**src/rtl/nibble_serial_add_ctrl_pkg.sv**
```systemverilog
// Shared constants for the nibble-serial add/subtract sequencer:
// the adder slice width and the control FSM state encoding.
package nibble_serial_add_ctrl_pkg;

  localparam int NIBBLE_W = 4;

  localparam logic [1:0] ST_IDLE = 2'd0;
  localparam logic [1:0] ST_RUN  = 2'd1;
  localparam logic [1:0] ST_DONE = 2'd2;

endpackage

```
**src/rtl/nibble_serial_add_ctrl_add4_ci.sv**
```systemverilog
// Single 4-bit adder slice with carry in/out, time-shared by the sequencer.
module add4_ci
  import nibble_serial_add_ctrl_pkg::*;
(
  input  logic [NIBBLE_W-1:0] a_i,
  input  logic [NIBBLE_W-1:0] b_i,
  input  logic                ci_i,
  output logic [NIBBLE_W-1:0] s_o,
  output logic                co_o
);

  assign {co_o, s_o} = {1'b0, a_i} + {1'b0, b_i} + {{NIBBLE_W{1'b0}}, ci_i};

endmodule

```
**src/rtl/nibble_serial_add_ctrl.sv**
```systemverilog
// WIDTH-bit add/subtract computed LS nibble first through one 4-bit slice,
// with the carry registered between slices and a valid/ready on each side.
//
//   state | meaning
//   IDLE  | in_ready=1, waiting for an operation
//   RUN   | one nibble slice per cycle, count 0..NIBBLES-1
//   DONE  | out_valid=1, result held until out_ready
module nibble_serial_add_ctrl
  import nibble_serial_add_ctrl_pkg::*;
#(
  parameter  int NIBBLES = 4,
  localparam int WIDTH   = NIBBLE_W * NIBBLES,
  localparam int CNT_W   = $clog2(NIBBLES) + 1
) (
  input  logic             clk,
  input  logic             rst_n,
  input  logic             in_valid,
  output logic             in_ready,
  input  logic [WIDTH-1:0] op_a,
  input  logic [WIDTH-1:0] op_b,
  input  logic             sub,
  output logic             out_valid,
  input  logic             out_ready,
  output logic [WIDTH-1:0] sum,
  output logic             carry_out,
  output logic             overflow,
  output logic             busy
);

  logic [1:0]          state_q, state_d;
  logic [CNT_W-1:0]    cnt_q, cnt_d;
  logic [WIDTH-1:0]    a_sr_q, a_sr_d;
  logic [WIDTH-1:0]    b_sr_q, b_sr_d;
  logic [WIDTH-1:0]    sum_sr_q, sum_sr_d;
  logic [WIDTH-1:0]    sum_q, sum_d;
  logic                carry_q, carry_d;
  logic                cout_q, cout_d;
  logic                ovf_q, ovf_d;

  logic [NIBBLE_W-1:0]       slice_s;
  logic                      slice_co;
  logic [WIDTH+NIBBLE_W-1:0] sum_cat;
  logic [WIDTH-1:0]          sum_shift;
  logic                      last_slice;

  add4_ci u_add4_ci (
    .a_i  (a_sr_q[NIBBLE_W-1:0]),
    .b_i  (b_sr_q[NIBBLE_W-1:0]),
    .ci_i (carry_q),
    .s_o  (slice_s),
    .co_o (slice_co)
  );

  // New slice enters at the top so the LS nibble ends at bit 0 after NIBBLES shifts.
  assign sum_cat    = {slice_s, sum_sr_q};
  assign sum_shift  = WIDTH'(sum_cat >> NIBBLE_W);
  assign last_slice = (cnt_q == CNT_W'(NIBBLES - 1));

  always_comb begin
    state_d  = state_q;
    cnt_d    = cnt_q;
    a_sr_d   = a_sr_q;
    b_sr_d   = b_sr_q;
    sum_sr_d = sum_sr_q;
    sum_d    = sum_q;
    carry_d  = carry_q;
    cout_d   = cout_q;
    ovf_d    = ovf_q;
    case (state_q)
      ST_IDLE: begin
        if (in_valid) begin
          a_sr_d  = op_a;
          b_sr_d  = sub ? ~op_b : op_b;
          carry_d = sub;
          cnt_d   = '0;
          state_d = ST_RUN;
        end
      end
      ST_RUN: begin
        a_sr_d   = a_sr_q >> NIBBLE_W;
        b_sr_d   = b_sr_q >> NIBBLE_W;
        sum_sr_d = sum_shift;
        carry_d  = slice_co;
        cnt_d    = cnt_q + CNT_W'(1);
        if (last_slice) begin
          // Result lives in its own registers so it survives the next operation's RUN.
          sum_d   = sum_shift;
          cout_d  = slice_co;
          ovf_d   = (a_sr_q[NIBBLE_W-1] == b_sr_q[NIBBLE_W-1]) &&
                    (slice_s[NIBBLE_W-1] != a_sr_q[NIBBLE_W-1]);
          state_d = ST_DONE;
        end
      end
      ST_DONE: begin
        if (out_ready) state_d = ST_IDLE;
      end
      default: state_d = ST_IDLE;
    endcase
  end

  always_ff @(posedge clk or negedge rst_n) begin
    if (!rst_n) begin
      state_q  <= ST_IDLE;
      cnt_q    <= '0;
      a_sr_q   <= '0;
      b_sr_q   <= '0;
      sum_sr_q <= '0;
      sum_q    <= '0;
      carry_q  <= 1'b0;
      cout_q   <= 1'b0;
      ovf_q    <= 1'b0;
    end else begin
      state_q  <= state_d;
      cnt_q    <= cnt_d;
      a_sr_q   <= a_sr_d;
      b_sr_q   <= b_sr_d;
      sum_sr_q <= sum_sr_d;
      sum_q    <= sum_d;
      carry_q  <= carry_d;
      cout_q   <= cout_d;
      ovf_q    <= ovf_d;
    end
  end

  assign in_ready  = (state_q == ST_IDLE);
  assign out_valid = (state_q == ST_DONE);
  assign busy      = (state_q != ST_IDLE);
  assign sum       = sum_q;
  assign carry_out = cout_q;
  assign overflow  = ovf_q;

endmodule

```
**config.mk**
```make
export PLATFORM = sky130hd
export DESIGN_NAME = nibble_serial_add_ctrl
export DESIGN_NICKNAME = d
export VERILOG_FILES = /design/src/rtl/nibble_serial_add_ctrl_pkg.sv /design/src/rtl/nibble_serial_add_ctrl_add4_ci.sv /design/src/rtl/nibble_serial_add_ctrl.sv
export SDC_FILE = /design/constraint.sdc
export NUM_CORES = 1
export LEC_CHECK = 0
export CAP_MARGIN = 20
export CORE_ASPECT_RATIO = 0.5
export CORE_UTILIZATION = 25
export CTS_BUF_LIST = sky130_fd_sc_hd__clkbuf_16
export CTS_CLUSTER_SIZE = 16
export DETAILED_ROUTE_END_ITERATION = 10
export HOLD_SLACK_MARGIN = 0.15
export PLACE_DENSITY_LB_ADDON = 0.12
export SLEW_MARGIN = 5
export SYNTH_ARGS = -nofsm -noshare
export SYNTH_HDL_FRONTEND = slang
export SYNTH_HIERARCHICAL = 1
export SYNTH_SLANG_ARGS = --single-unit
```
**constraint.sdc**
```tcl
create_clock -name clk -period 5.7 [get_ports clk]
set_clock_uncertainty 0.15 [all_clocks]
set_input_delay 1.14 -clock clk [delete_from_list [all_inputs] [get_ports clk]]
set_output_delay 1.14 -clock clk [all_outputs]
set_load 0.02 [all_outputs]
```
==> flow_metrics.py, run 1 <==
metrics = {
    "run_status": {
        "outcome": "finished clean",
    },
    "logic_synthesis": {
        "ys_ff_latch": 68,
        "synthMuxAreaShare": 0.0618,
        "synth_compound_area_frac": 0.137,
        "synthCells": 283,
        "syn_area_per_cell_um2": 10.9,
        "synth_top_family_by_area": "compound AO/OA/AOI/OAI gates",
        "synthAdderAreaFrac": 0.0331,
        "ys_types": 33,
        "synth_edf_count": 0,
        "async_flop_share": 1.00,
        "synth_seq_area_share": 0.549,
        "yosys_warnings": 6,
        "synthFlopType": "dfrtp_1",
        "synthXorXnorAreaFrac": 0.0509,
        "synth.net_count": 327,
        "yosys.area_share.simple": 0.126,
        "netlist_area_um2": 3100,
    },
    "finish": {
        "fin_nets": 381,
        "drive_gt1_frac": 0.120,
        "instances_no_fill": 507,
        "final_util": 0.339,
        "syn2layout_area_growth_pct": 30.8,
        "antenna_cells": 0,
        "fillers": 1242,
    },
    "sta": {
        "slew_viol_final": 0,
        "finalWorstSetupSlack_ns": 2.26,
        "max_freq_mhz": 291,
        "rsz0062_at_grt": "false",
        "hold_viol": 0,
        "finalCritPeriodShare": 0.603,
        "tns_ns": 0,
        "slew_headroom": 0.319,
        "tightest_slew_ns": 1.02,
        "min_period_ns": 3.44,
        "setup_viol_count_final": 0,
    },
    "clock_network": {
        "post_cts_buffers": 0,
        "path_clk_slew_ns": 0.06,
        "clock_latency_ns": 0.33,
        "cts_resized": 0,
        "root_buffer": "clkbuf_16",
        "cts_tree": "done",
        "numCtsBuffers": 9,
        "cts.sinks": 68,
        "hold_buffers": 0,
        "h-tree-depth": 3,
        "cts_buffer_depth": 2,
    },
    "floorplanning": {
        "die_y_um": 80.7,
        "die-width_um": 159,
        "num_rows": 28,
        "core_um2": 11900,
        "initial_core_util": 0.259,
        "dieArea_um2": 12900,
        "io-pin-count": 58,
    },
    "global_route": {
        "grt_pass1_vias": 2223,
        "antenna_found_initial": 0,
        "grt_use_total": 0.119,
        "grt_max_degree": 69,
        "grt_pass1_wl_um": 11600,
        "overflow": 0,
    },
    "route": {
        "dr.pass1.iters": 4,
        "drc": 0,
        "drt_iter0_drc": 100,
        "drtAntennaViolNets": 0,
        "drt-wirelength-per-cell_um": 13.5,
        "m1WireLength_um": 3450,
        "routed.top_layer": "met4",
        "wl_met2_um": 3020,
        "via_per_inst": 4.38,
        "wirelength_um": 6860,
        "route.vias.total": 2222,
        "wl_met3_um": 296,
    },
    "setup_path": {
        "end_kind": "output port",
        "path_buf_inv": 2,
        "worstSetupPathType": "register to output port",
        "crit_arrival_ns": 2.15,
        "startpoint_type": "register",
        "cp.depth": 3,
        "path_delay_family": "flip-flops",
        "timing.rr.start": "state_q[0]",
        "ff2ff_path_depth": 2,
        "worstPathMaxFanout": 28,
        "crit_slowest_cell": "dfrtp_1",
        "critPathRequiredTime_ns": 4.41,
        "worstPathCellList": "or2_2 -> inv_1 -> clkdlybuf4s50_1",
        "slowest_delay_ns": 0.70,
        "crit_start": "state_q[0]",
    },
    "min_path": {
        "min_from": "sum_sr_q[7]",
        "holdCritPathClass": "register to register",
        "hold_depth": 2,
    },
    "pwr": {
        "vdd_drop_max_v": 0.000174,
        "leakagePower_nw": 1.81,
        "power_density_nw_per_um2": 535,
        "power.total_mw": 2.17,
    },
    "placed_design": {
        "dp_slack_ns": 2.47,
        "placed_cells": 491,
        "gp_congestion": 0.691,
        "portBuffers": 57,
        "place_hpwl_um": 4680,
    },
    "job": {
        "maxCapViolCount": 0,
    },
}
==> registers in the layout, summed over array words and instances (netlist names) <==
| register | count |
|---|---|
| sum_sr_q | 12 |
| carry_out | 1 |
| cnt_q | 3 |
| carry_q | 1 |
| a_sr_q | 16 |
| state_q | 2 |
| b_sr_q | 16 |
| overflow | 1 |
| sum | 16 |
==> final cells by class <==
| cell class | count | area [um2] | share of cell area |
|---|---|---|---|
| clock inverter | 7 | 27.5 | 0.00679 |
| tap | 165 | 206 | 0.0510 |
| multi-input combinational | 190 | 1270 | 0.313 |
| inverter | 7 | 26.3 | 0.00649 |
| sequential | 68 | 1700 | 0.420 |
| clock buffer | 9 | 225 | 0.0556 |
| timing repair buffer | 61 | 596 | 0.147 |
==> cell usage after synthesis (4+ instances only) <==
cell	n	share of area
a21oi_1	5	0.0081
nor2_1	12	0.015
ha_1	5	0.020
dfrtp_1	68	0.55
inv_1	7	0.0085
a221o_1	5	0.016
o21ai_0	21	0.034
a221o_2	5	0.018
nand2_1	58	0.070
a22oi_1	13	0.032
mux2_2	17	0.062
xnor2_1	15	0.042
nor2b_1	4	0.0081
clkbuf_1	4	0.0048
buf_2	9	0.015
nand2b_1	4	0.0081
a22o_1	5	0.014
==> power by group <==
| part | internal [mW] | switching [mW] |
|---|---|---|
| Sequential | 0.686 | 0.151 |
| Combinational | 0.406 | 0.447 |
| Clock | 0.284 | 0.194 |
==> metal layers <==
metal	vias to the layer above	track usage
li1	1081	-
met5	-	0
met3	7	0.0387
met1	1083	0.158
met2	51	0.182
met4	0	0.0404
==> cells in the final DEF, fill, tap and decap left out, types with 2 or more instances in the layout <==
master,synthesis,final
dfrtp_1,68,68
clkdlybuf4s50_1,0,56
buf_4,2,4
a21oi_1,5,5
nor2_1,12,12
o21ai_0,21,21
ha_1,5,5
mux2_2,17,17
o211ai_1,2,2
a22oi_1,13,13
nand2_1,58,58
xor2_1,3,3
fa_1,2,2
a221o_2,5,5
clkinv_1,0,3
inv_1,7,10
nand2b_1,4,4
a22o_1,5,5
a221o_1,5,5
nand3b_1,3,3
clkbuf_16,0,9
and2b_1,3,3
xnor2_1,15,15
nor2b_1,4,4
==> cell families after synthesis <==
kind of cell | Yosys count
DFF | 68
AOI/OAI and AO/OA | 60
buffers and inverters | 25
and+or+nand+nor | 88
muxes | 17
xor gates and xnor gates | 18
adders and majority gates | 7
==> path summary, 6_finish.rpt <==
check	endpoint	slack (ns)
max	in_ready	2.26
min	sum_sr_q[7]	0.32
max reg2reg	sum[7]	2.99
min reg2reg	sum_sr_q[7]	0.32
max in group asynchronous	b_sr_q[1]	3.97
min in group asynchronous	sum[5]	0.84
==> worst reg2reg max path, cell delays in order (launching register included) <==
cell,delay [ns]
dfrtp_1,0.92
nand3b_1,0.93
mux2_2,0.58
==> per-stage QoR <==
| step | instance area [um2] | hold WS [ns] |
|---|---|---|
| global route | 4050 | 0.341 |
| detailed placement | 3800 | 0.313 |
| CTS | 4050 | 0.326 |
| global placement | 3800 | 0.304 |
| finish | 4050 | 0.317 |
| floorplan | 3100 | 0.292 |
Note: power is estimated with default switching activity, not from simulation.
==> run 2, diff against run 1 <==
clock period = 3.4 ns   (was 5.7 ns; I/O delays follow)
==> run 2 against run 1 <==
Final area is 1.1% higher. Hold slack worse by 0.036 ns. Non-clock buffer count is 6 higher. Die area stayed put. Cell count is 0.99% higher. Critical endpoint unchanged. Largest cell class unchanged. Largest power group unchanged.
==> flow_metrics.py, run 2 (same netlist as run 1, synthesis figures left out) <==
metrics = {
    "clock_network": {
        "cts_resized": 0,
        "hold_buffers": 0,
        "cts_buffer_depth": 2,
        "cts.sinks": 68,
        "clock_latency_ns": 0.33,
        "numCtsBuffers": 9,
        "cts_tree": "done",
        "root_buffer": "clkbuf_16",
        "post_cts_buffers": 0,
        "h-tree-depth": 3,
        "path_clk_slew_ns": 0.05,
    },
    "finish": {
        "final_util": 0.343,
        "layout_common_cells": "dfrtp_1 (68), nand2_1 (58), clkdlybuf4s50_1 (56)",
        "drive_gt1_frac": 0.138,
        "final_common_cell": "dfrtp_1",
        "antenna_cells": 0,
        "fin_nets": 387,
        "instances_no_fill": 512,
        "syn2layout_area_growth_pct": 32.1,
    },
    "setup_path": {
        "critPathRequiredTime_ns": 2.57,
        "worstPathMaxFanout": 13,
        "end_kind": "output port",
        "worstSetupPathType": "register to output port",
        "crit_arrival_ns": 1.90,
        "startpoint_type": "register",
    },
    "floorplanning": {
        "die-width_um": 159,
        "num_rows": 28,
        "initial_core_util": 0.259,
        "die_y_um": 80.7,
        "core_um2": 11900,
        "io-pin-count": 58,
        "dieArea_um2": 12900,
    },
    "pwr": {
        "leakagePower_nw": 1.83,
        "switchingPower_mw": 1.34,
        "power_frac_comb": 0.405,
        "power_density_nw_per_um2": 896,
        "clkPwrFrac": 0.217,
        "seq_power_share": 0.378,
        "vdd_drop_max_v": 0.000305,
        "swShare": 0.366,
        "intPower_mw": 2.33,
    },
    "placed_design": {
        "place_hpwl_um": 5010,
        "portBuffers": 57,
        "placed_cells": 497,
        "gp_congestion": 0.733,
    },
    "global_route": {
        "overflow": 0,
        "grt_max_degree": 36,
        "antenna_found_initial": 0,
        "grt_pass1_wl_um": 11700,
        "grt_pass1_vias": 2215,
        "grt_use_total": 0.120,
    },
    "sta": {
        "tns_ns": 0,
        "finalCritPeriodShare": 0.802,
        "tightest_slew_ns": 0.947,
        "slew_headroom": 0.367,
        "rsz0062_at_grt": "false",
        "max_freq_mhz": 367,
        "min_period_ns": 2.73,
        "slew_viol_final": 0,
        "hold_viol": 0,
        "setup_viol_count_final": 0,
    },
    "min_path": {
        "holdCritPathClass": "input port to async pin",
    },
    "route": {
        "drc": 0,
        "drt-wirelength-per-cell_um": 13.9,
        "via_per_inst": 4.32,
        "drt_iter0_drc": 85,
        "drtAntennaViolNets": 0,
        "route.vias.total": 2213,
        "dr.pass1.iters": 4,
        "wirelength_um": 7140,
    },
    "run_status": {
        "outcome": "finished clean",
    },
    "job": {
        "maxCapViolCount": 0,
    },
}
[run 2: cell count changes in the layout (fill, tap and decap cells not counted), sizes merged]
cell,previous run,this run
buf,5,11
inv,10,9
[run 2: power groups by stage]
stage	Clock, mW	Sequential, mW	Combinational, mW
final	0.797	1.39	1.49
after global routing	0.860	1.43	1.66
after CTS	0.823	1.39	1.52
after detailed placement	0	1.41	1.52
after global placement	0	1.39	1.48
after floorplan	0	1.43	0.904
[run 2: critical path, cell delays in order, from the launching register on]
cell             delay (ns)
dfrtp_1                0.54
or2_2                  0.37
inv_1                  0.06
clkdlybuf4s50_1        0.59
[run 2: worst paths after layout]
kind | startpoint | end | slack [ns] | cells past startpoint
min in group clk | sum_sr_q[7] | sum_sr_q[7] | 0.32 | 2
max | state_q[0] | in_ready | 0.67 | 3
max in group asynchronous | rst_n | b_sr_q[15] | 2.04 | 2
min reg2reg | sum_sr_q[7] | sum_sr_q[7] | 0.32 | 2
max reg2reg | state_q[0] | cnt_q[1] | 0.95 | 4
min | rst_n | sum_sr_q[9] | 0.28 | 1
[run 2: stage by stage]
| step | hold slack (ns) | worst slack (ns) | power [mW] | cell area, um2 |
|---|---|---|---|---|
| after global routing | 0.348 | 0.584 | 3.96 | 4090 |
| final | 0.281 | 0.675 | 3.67 | 4090 |
| after floorplan | 0.234 | 1.38 | 2.33 | 3100 |
| after detailed placement | 0.312 | 0.822 | 2.92 | 3840 |
| after global placement | 0.305 | 0.852 | 2.87 | 3840 |
| after CTS | 0.315 | 0.659 | 3.74 | 4090 |
[run 2: per-layer routing]
layer | track usage | part of all wire | up-vias
met3 | 0.0408 | 0.040 | 5
met2 | 0.183 | 0.44 | 40
met5 | 0 | 0 | -
met4 | 0.0375 | 0.0085 | 0
li1 | - | - | 1087
met1 | 0.161 | 0.51 | 1081
[run 2: layout make-up]
cell class	count	area, um2
Clock buffer	9	225
Clock inverter	6	25.0
Fill cell	1219	7850
Inverter	7	26.3
Multi-Input combinational cell	190	1270
Sequential cell	68	1700
Tap cell	165	206
Timing Repair Buffer	67	641
==> run 3, diff against run 2 <==
clock period = 2.4 ns   (was 3.4 ns; I/O delays follow)
==> run 3 against run 2 <==
Register-to-register slack worse by 0.61 ns. First-iteration DRC count increased by 38%. Clock power rose by 38%. Final area grew 0.28%. Wire length is 1.5% lower. Critical endpoint is now busy. Highest routed layer unchanged.
==> flow_metrics.py, run 3 (same netlist as run 1, synthesis figures left out) <==
metrics = {
    "global_route": {
        "grt_max_degree": 34,
        "grt_pass1_vias": 2230,
        "grt_pass1_wl_um": 11700,
        "overflow": 0,
        "antenna_found_initial": 0,
        "grt_use_total": 0.119,
    },
    "min_path": {
        "holdCritPathClass": "register to register",
        "hold_end": "sum_sr_q[5]",
        "min_from": "sum_sr_q[5]",
        "hold_depth": 2,
    },
    "clock_network": {
        "h-tree-depth": 3,
        "cts_tree": "done",
        "post_cts_buffers": 0,
        "clock_latency_ns": 0.33,
        "root_buffer": "clkbuf_16",
        "numCtsBuffers": 9,
        "cts.sinks": 68,
        "cts_buffer_depth": 2,
        "path_clk_slew_ns": 0.05,
    },
    "setup_path": {
        "worstPathCellList": "or2_2 -> clkdlybuf4s50_1",
        "reg2reg_slack_ns": 0.34,
        "end_kind": "output port",
        "crit_arrival_ns": 1.66,
        "startpoint_type": "register",
        "timing.rr.start": "a_sr_q[0]",
        "worstSetupPathType": "register to output port",
        "worstPathMaxFanout": 5,
        "rr_endpoint": "overflow",
        "crit_slowest_cell": "clkdlybuf4s50_1",
        "ff2ff_path_depth": 7,
        "critPathRequiredTime_ns": 1.77,
        "slowest_delay_ns": 0.54,
    },
    "route": {
        "drt-wirelength-per-cell_um": 13.8,
        "dr.pass1.iters": 4,
        "via_per_inst": 4.35,
        "route.vias.total": 2216,
        "wl_met2_um": 3090,
        "routed.top_layer": "met4",
        "drc": 0,
        "drt_iter0_drc": 117,
        "wl_met3_um": 311,
        "wirelength_um": 7030,
        "drtAntennaViolNets": 0,
        "m1WireLength_um": 3540,
    },
    "sta": {
        "slew_headroom": 0.595,
        "min_period_ns": 2.29,
        "hold_viol": 0,
        "finalCritPeriodShare": 0.955,
        "max_freq_mhz": 436,
        "tightest_slew_ns": 0.608,
        "rsz0062_at_grt": "false",
        "finalWorstSetupSlack_ns": 0.109,
        "tns_ns": 0,
        "slew_viol_final": 0,
        "setup_viol_count_final": 0,
    },
    "job": {
        "maxCapViolCount": 0,
    },
    "finish": {
        "fin_nets": 389,
        "final_common_cell": "dfrtp_1",
        "syn2layout_area_growth_pct": 32.5,
        "layout_common_cells": "dfrtp_1 (68), nand2_1 (58), clkdlybuf4s50_1 (55)",
        "antenna_cells": 0,
        "fillers": 1227,
        "drive_gt1_frac": 0.136,
    },
    "floorplanning": {
        "dieArea_um2": 12900,
        "core_um2": 11900,
        "die_y_um": 80.7,
        "io-pin-count": 58,
        "initial_core_util": 0.259,
        "num_rows": 28,
        "die-width_um": 159,
    },
    "run_status": {
        "outcome": "finished clean",
    },
    "placed_design": {
        "dp_slack_ns": 0.333,
        "place_hpwl_um": 4860,
        "portBuffers": 57,
        "gp_congestion": 0.706,
    },
    "pwr": {
        "power_density_nw_per_um2": 1260,
        "leakagePower_nw": 1.83,
        "vdd_drop_max_v": 0.000314,
    },
}
[run 3: worst max-delay path, delay by kind of cell (launching register included)]
kind	cells	cell delay, ns
AND/OR/NAND/NOR	1	0.35
buffers and inverters	1	0.54
flip-flops	1	0.45
[run 3: per-layer routing]
metal | vias to the layer above | track usage
met5 | - | 0
met4 | 0 | 0.0442
met3 | 9 | 0.0403
met2 | 56 | 0.175
met1 | 1068 | 0.163
li1 | 1083 | -
[run 3: layout make-up]
cell class	instances	area, um2	share of cell area
clock inverters	2	7.51	0.00183
clock buffers	9	225	0.0549
repair buffers	69	669	0.163
well taps	165	206	0.0503
multi-input cells	190	1270	0.309
inverters	7	26.3	0.00640
flip-flops and latches	68	1700	0.415
[run 3: through the flow]
stage / hold WS [ns] / std cells / cell area (um2) / util / total power, mW
3_3_place_gp: 0.307 / 498 / 3860 / 0.323 / 4.10
2_1_floorplan: 0.0344 / 283 / 3100 / - / 3.31
4_1_cts: 0.324 / 510 / 4110 / 0.344 / 5.26
6_report: 0.318 / 510 / 4110 / 0.344 / 5.18
5_1_grt: 0.353 / 510 / 4110 / 0.344 / 5.59
3_5_place_dp: 0.310 / 498 / 3860 / 0.323 / 4.14
[run 3: how the worst max path moves through the flow]
stage               slack, ns       end  depth (start not counted)  startpoint
floorplan                0.47  overflow                          7   a_sr_q[0]
CTS                      0.09      busy                          2  state_q[1]
global placement         0.34  in_ready                          3  state_q[1]
finish                   0.11      busy                          2  state_q[1]
global route             0.07      busy                          2  state_q[1]
detailed placement       0.33  overflow                          7   a_sr_q[0]
[run 3: what timing repair did]
| action | 4_1_cts | 5_1_grt |
|---|---|---|
| gates resized for setup | 1 | 0 |
| hold endpoints to repair | 26 | 0 |
| endpoints found under the setup margin | 1 | 0 |
| hold buffers | 1 | 0 |
[run 3: power by group]
part / total [mW] / internal [mW] / switching, mW
logic: 2.14 / 1.01 / 1.13
registers: 1.94 / 1.63 / 0.311
clock network: 1.10 / 0.661 / 0.439
